**config.mk**
```make
export PLATFORM = sky130hd
export DESIGN_NAME = shift_reg_seq_flat
export DESIGN_NICKNAME = d
export VERILOG_FILES = /design/src/rtl/shift_reg_seq_if.sv /design/src/rtl/shift_reg_seq.sv /design/src/flat_wrapper.sv
export SDC_FILE = /design/constraint.sdc
export NUM_CORES = 1
export LEC_CHECK = 0
export CAP_MARGIN = 20
export CORE_UTILIZATION = 51
export CTS_CLUSTER_DIAMETER = 40
export DETAILED_ROUTE_END_ITERATION = 7
export PLACE_DENSITY = 0.92
export SLEW_MARGIN = 10
export SYNTH_ARGS = -nofsm -noshare
export SYNTH_HDL_FRONTEND = slang
export SYNTH_SLANG_ARGS = --single-unit
```
**constraint.sdc**
```tcl
create_clock -name clock -period 1.96 [get_ports clock]
set_input_delay 0.49 -clock clock [delete_from_list [all_inputs] [get_ports clock]]
set_output_delay 0.49 -clock clock [all_outputs]
set_load 0.05 [all_outputs]
```
**src/rtl/shift_reg_seq_if.sv**
```systemverilog
// Parallel/serial bus for shift_reg_seq: load strobe, operands, serial fill bit and
// the registered outputs (contents, expelled bit, busy/done handshake).
interface shift_reg_seq_if #(
    parameter int WIDTH = 8,
    parameter int CNT_W = 4
);
    logic             load;
    logic [WIDTH-1:0] d_in;
    logic [2:0]       mode;
    logic [CNT_W-1:0] count;
    logic             ser_in;
    logic [WIDTH-1:0] d_out;
    logic             ser_out;
    logic             busy;
    logic             done;

    modport master (
        output load, d_in, mode, count, ser_in,
        input  d_out, ser_out, busy, done
    );

    modport slave (
        input  load, d_in, mode, count, ser_in,
        output d_out, ser_out, busy, done
    );
endinterface

```
**src/rtl/shift_reg_seq.sv**
```systemverilog
// Counted load/shift/rotate register with busy/done handshake; count 0 free-runs.
// Define ROTATE_EN to build modes 5/6 as rotates; otherwise they hold like mode 7.
module shift_reg_seq #(
    parameter int WIDTH = 8,
    parameter int CNT_W = 4
) (
    input  logic           clock,
    input  logic           reset,
    shift_reg_seq_if.slave bus
);
    typedef enum logic [1:0] {
        IDLE  = 2'd0,
        SHIFT = 2'd1,
        FREE  = 2'd2
    } state_t;

    state_t           state, state_nxt;
    logic [WIDTH-1:0] data, data_nxt;
    logic             ser, ser_nxt;
    logic [2:0]       mode_r, mode_nxt;
    logic [CNT_W-1:0] rem, rem_nxt;
    logic             busy, busy_nxt;
    logic             done, done_nxt;

    logic [WIDTH-1:0] op_data;
    logic             op_ser;

    // Result of one shift of the current contents under the latched mode.
    always_comb begin
        op_data = data;
        op_ser  = ser;
        case (mode_r)
            3'd0: begin
                op_data = {1'b0, data[WIDTH-1:1]};
                op_ser  = data[0];
            end
            3'd1: begin
                op_data = {data[WIDTH-2:0], 1'b0};
                op_ser  = data[WIDTH-1];
            end
            3'd2: begin
                op_data = {data[WIDTH-1], data[WIDTH-1:1]};
                op_ser  = data[0];
            end
            3'd3: begin
                op_data = {bus.ser_in, data[WIDTH-1:1]};
                op_ser  = data[0];
            end
            3'd4: begin
                op_data = {data[WIDTH-2:0], bus.ser_in};
                op_ser  = data[WIDTH-1];
            end
`ifdef ROTATE_EN
            3'd5: begin
                op_data = {data[0], data[WIDTH-1:1]};
                op_ser  = data[0];
            end
            3'd6: begin
                op_data = {data[WIDTH-2:0], data[WIDTH-1]};
                op_ser  = data[WIDTH-1];
            end
`endif
            default: ;
        endcase
    end

    always_comb begin
        // NOTE: every variable gets a default first so no path leaves one unassigned (no latches).
        state_nxt = state;
        data_nxt  = data;
        ser_nxt   = ser;
        mode_nxt  = mode_r;
        rem_nxt   = rem;
        busy_nxt  = busy;
        done_nxt  = 1'b0;

        if (bus.load) begin
            data_nxt  = bus.d_in;
            ser_nxt   = 1'b0;
            mode_nxt  = bus.mode;
            rem_nxt   = bus.count;
            busy_nxt  = 1'b1;
            state_nxt = (bus.count != '0) ? SHIFT : FREE;
        end else begin
            case (state)
                SHIFT: begin
                    data_nxt = op_data;
                    ser_nxt  = op_ser;
                    rem_nxt  = rem - 1'b1;
                    if (rem == CNT_W'(1)) begin
                        state_nxt = IDLE;
                        busy_nxt  = 1'b0;
                        done_nxt  = 1'b1;
                    end
                end
                FREE: begin
                    data_nxt = op_data;
                    ser_nxt  = op_ser;
                end
                default: ;
            endcase
        end
    end

    // NOTE: sequential state uses non-blocking assignments so all registers update together.
    always_ff @(posedge clock) begin
        if (reset) begin
            state  <= IDLE;
            data   <= '0;
            ser    <= 1'b0;
            mode_r <= 3'd0;
            rem    <= '0;
            busy   <= 1'b0;
            done   <= 1'b0;
        end else begin
            state  <= state_nxt;
            data   <= data_nxt;
            ser    <= ser_nxt;
            mode_r <= mode_nxt;
            rem    <= rem_nxt;
            busy   <= busy_nxt;
            done   <= done_nxt;
        end
    end

    assign bus.d_out   = data;
    assign bus.ser_out = ser;
    assign bus.busy    = busy;
    assign bus.done    = done;
endmodule

```
**src/flat_wrapper.sv**
```systemverilog
// flat-port wrapper written by rule: the top's interface ports become plain ports
module shift_reg_seq_flat 
#(
    parameter int WIDTH = 8,
    parameter int CNT_W = 4
)
  (clock, reset, bus_load, bus_d_in, bus_mode, bus_count, bus_ser_in, bus_d_out, bus_ser_out, bus_busy, bus_done);
  shift_reg_seq_if #(.WIDTH(WIDTH), .CNT_W(CNT_W)) bus_i ();
  input  logic clock;
  input  logic reset;
  input wire logic [$bits(bus_i.load)-1:0] bus_load;
  input wire logic [$bits(bus_i.d_in)-1:0] bus_d_in;
  input wire logic [$bits(bus_i.mode)-1:0] bus_mode;
  input wire logic [$bits(bus_i.count)-1:0] bus_count;
  input wire logic [$bits(bus_i.ser_in)-1:0] bus_ser_in;
  output wire logic [$bits(bus_i.d_out)-1:0] bus_d_out;
  output wire logic [$bits(bus_i.ser_out)-1:0] bus_ser_out;
  output wire logic [$bits(bus_i.busy)-1:0] bus_busy;
  output wire logic [$bits(bus_i.done)-1:0] bus_done;
  assign bus_i.load = bus_load;
  assign bus_i.d_in = bus_d_in;
  assign bus_i.mode = bus_mode;
  assign bus_i.count = bus_count;
  assign bus_i.ser_in = bus_ser_in;
  assign bus_d_out = bus_i.d_out;
  assign bus_ser_out = bus_i.ser_out;
  assign bus_busy = bus_i.busy;
  assign bus_done = bus_i.done;
  shift_reg_seq #(.WIDTH(WIDTH), .CNT_W(CNT_W)) u_core (.clock(clock), .reset(reset), .bus(bus_i));
endmodule
```
==> run_results.csv <==
group,metric,value,unit
cells_and_area,multiInputGateArea,629,um2
timing,period_share,82.6,%
cells_and_area,antenna_cells,0,
critical_path,critPathLaunch,"u_core.mode_r[0]",
global_route,antenna_found_initial,0,
power_and_ir_drop,p_leak,0.608,nW
cts,cts_buffers,3,
critical_path,critPathArrivalTime,1800,ps
logic_synthesis,synth.cell_area,1150,um2
cells_and_area,finalNonFillerCells,189,
power_and_ir_drop,switchingPower,365,uW
cells_and_area,drive_gt1_share,17.3,%
detailed_routing,antenna_left,0,
placed_design,numPortBuffers,29,
floorplanning,die_w,49.6,um
logic_synthesis,synth_ff_type,"dfxtp_1",
logic_synthesis,synth_common_cells,"nor2_1 (25), dfxtp_1 (20), o22ai_1 (13)",
logic_synthesis,yosys.cell_types.count,37,
critical_path,slowest_delay,560,ps
logic_synthesis,synth-edff-count,0,
cts,insertion_delay,300,ps
power_and_ir_drop,pwr-share-comb,29.4,%
critical_path,critical_path.top_delay_family,"flip-flops",
cts,cts_tree,"built",
placed_design,dpl.hpwl,1.95,mm
power_and_ir_drop,p_seq_share,40.9,%
cts,post-cts-setup-buffer-count,0,
logic_synthesis,synth_area_leader_cell,"dfxtp_1",
global_route,grt_max_degree,20,
critical_path,cpMaxStageDelayCell,"dfxtp_1",
logic_synthesis,synthCells,135,
run_status,status,"finished clean",
cts,cts_resized,0,
timing,max_freq,0.618,GHz
global_route,gr-total-overflow,0,
critical_path,critPathMaxFanout,9,
detailed_routing,drt_pass1_iterations,4,
power_and_ir_drop,finalPower,1.16,mW
power_and_ir_drop,netSwitchingFraction,31.5,%
global_route,grt_pass1_wl,4.66,mm
floorplanning,fp-row-count,16,
logic_synthesis,ys_ff_latch,20,
cts,numClockSinks,20,
detailed_routing,num_vias,1107,
timing,period_minus_slack,1620,ps
timing,final_max_slew_viol_count,0,
logic_synthesis,synth.top_cells.by_area,"dfxtp_1 (35%), nor2_1 (8.1%), o22ai_1 (7.0%), mux2i_1 (5.2%), buf_6 (3.9%)",
power_and_ir_drop,p_clk_share,29.7,%
cells_and_area,synthToLayoutAreaGrowth,25.2,%
logic_synthesis,synth_top_area_share,34.7,%
logic_synthesis,async_flop_share,0,%
timing,worstMarginPinSlew,513,ps
cts,htree_levels,1,
cells_and_area,nFillCells,163,
floorplanning,initial_core_util,56.6,%
logic_synthesis,syn_area_per_cell,8.55,um2
logic_synthesis,synth_warnings,0,
cts,clkSlewWorstSetupHoldPaths,120,ps
critical_path,worstSetupPathType,"flip-flop to flip-flop",
detailed_routing,drtIter0Drc,54,
floorplanning,pin_count,30,
timing,finalClockSkew,1.14,ps
global_route,grt_util_all_layers,24.2,%
timing,hold_viol_final,0,
detailed_routing,finalWirelength,2.77,mm
global_route,grt_pass1_vias,1100,
placed_design,gp_congestion,0.877,
cts,cts_max_path_buffers,2,
flow_run,maxCapViolCount,0,
hold_path,hp-class,"flip-flop to flip-flop",
logic_synthesis,seq_area_frac_synth,34.7,%
timing,finalSetupViolCount,0,
timing,max_slew_margin,65.5,%
floorplanning,die-area,2460,um2
cts,root_buffer,"clkbuf_4",
logic_synthesis,synthMostInstantiatedCell,"nor2_1",
floorplanning,core-area,2040,um2
power_and_ir_drop,power.density,801,nW/um2
critical_path,r2r_start,"u_core.mode_r[0]",
critical_path,cp-end-kind,"flip-flop",
critical_path,cp-start-kind,"flip-flop",
logic_synthesis,syn-num-nets,157,
timing,rsz0062_at_grt,"no",
timing,setup_tns,0,ps
cells_and_area,regArea,400,um2
cts,postCtsHoldBufs,0,
cells_and_area,final_nets,185,
detailed_routing,wire_per_inst,14.7,um
floorplanning,fp.dieH,49.6,um
detailed_routing,remaining_drc_errors,0,
placed_design,dp.cells,185,
critical_path,required,2140,ps
critical_path,crit_path_cell_trace,"inv_1 > o31a_1 > nor4_1 > a2111oi_2",
critical_path,path_buf_inv,1,
timing,whs,517,ps
power_and_ir_drop,p_int,794,uW
detailed_routing,viasPerCell,5.86,
hold_path,hp-start,"u_core.bus.ser_out",
power_and_ir_drop,ir_drop,634,uV
-- final timing paths --
kind	end	slack, ps	cells past startpoint
max	u_core.bus.d_out[7]	340	4
min	u_core.bus.ser_out	520	2
max reg2reg	u_core.bus.d_out[7]	340	4
min reg2reg	u_core.bus.ser_out	520	2
-- cell type report --
type / count / share of cell area (%)
flip-flops and latches: 20 / 27.7
multi-input cells: 97 / 43.5
well taps: 27 / 2.34
clock inverters: 1 / 2.08
inverters: 6 / 1.56
clock buffers: 3 / 1.56
repair buffers: 35 / 21.3
-- stage by stage --
stage	instance area, um2	setup WS (ps)	utilization, %
floorplan	1150	546	-
detailed placement	1390	191	68.3
CTS	1450	417	70.8
global route	1450	321	70.8
global placement	1390	173	68.3
finish	1450	341	70.8
-- sequential cells by signal, indices dropped and copies added (netlist names) --
signal	count
u_core.bus.busy	1
u_core.bus.d_out	8
u_core.bus.done	1
u_core.bus.ser_out	1
u_core.mode_r	3
u_core.rem	4
u_core.state	2
-- layout by cell type, fill, tap and decap left out --
master | synthesis | routed
o41ai_1 | 1 | 1
inv_1 | 6 | 6
a22oi_1 | 5 | 5
a211oi_1 | 3 | 3
o22ai_2 | 1 | 1
o21ai_0 | 1 | 1
a2111oi_2 | 1 | 1
mux2i_1 | 6 | 6
nor2_2 | 1 | 1
clkbuf_4 | 0 | 3
dfxtp_1 | 20 | 20
nand2b_2 | 1 | 1
buf_4 | 1 | 17
nand2_1 | 9 | 9
nand3b_1 | 1 | 1
a31oi_1 | 1 | 1
mux2_4 | 1 | 1
nor2_1 | 25 | 25
a21oi_1 | 6 | 6
or2_4 | 1 | 1
or2_1 | 1 | 1
clkdlybuf4s50_1 | 0 | 18
ha_1 | 3 | 3
o22ai_1 | 13 | 13
bufinv_16 | 0 | 1
xnor2_1 | 2 | 2
xor2_1 | 2 | 2
nand4bb_1 | 1 | 1
a21oi_4 | 1 | 1
nor4_1 | 1 | 1
o21ai_1 | 1 | 1
o31a_1 | 1 | 1
nor3_1 | 2 | 2
nor3b_1 | 2 | 2
a21o_1 | 1 | 1
nor4b_1 | 2 | 2
-- power by group through the flow --
stage / Clock, mW / Combinational (mW) / Sequential (mW)
2_1_floorplan: 0 / 0.190 / 0.534
3_3_place_gp: 0 / 0.325 / 0.480
3_5_place_dp: 0 / 0.335 / 0.481
4_1_cts: 0.346 / 0.338 / 0.473
5_1_grt: 0.362 / 0.366 / 0.479
6_report: 0.344 / 0.341 / 0.474
-- metal layers --
layer | track usage [%] | routed length, um
met5 | 0 | 0
met4 | 10.0 | 40
met3 | 4.01 | 162
met2 | 43.0 | 1360
met1 | 28.4 | 1210
-- tightest hold or removal path, stage by stage, from the launching register on --
cell and delay (ps):
dfxtp_1 340, nor2_2 100, a211oi_1 40
-- cell families (layout without fill, tap and decap cells) --
| logic type | count (synthesis) | after routing | share of synthesized area (%) |
|---|---|---|---|
| fa+ha+maj | 3 | 3 | 3.25 |
| flops | 20 | 20 | 34.7 |
| xor+xnor | 4 | 4 | 3.03 |
| buf+inv | 18 | 45 | 10.8 |
| mux | 7 | 7 | 6.50 |
| simple gates | 47 | 47 | 19.5 |
| compound gates | 36 | 36 | 22.2 |
Note: power is estimated with default switching activity, not from simulation.
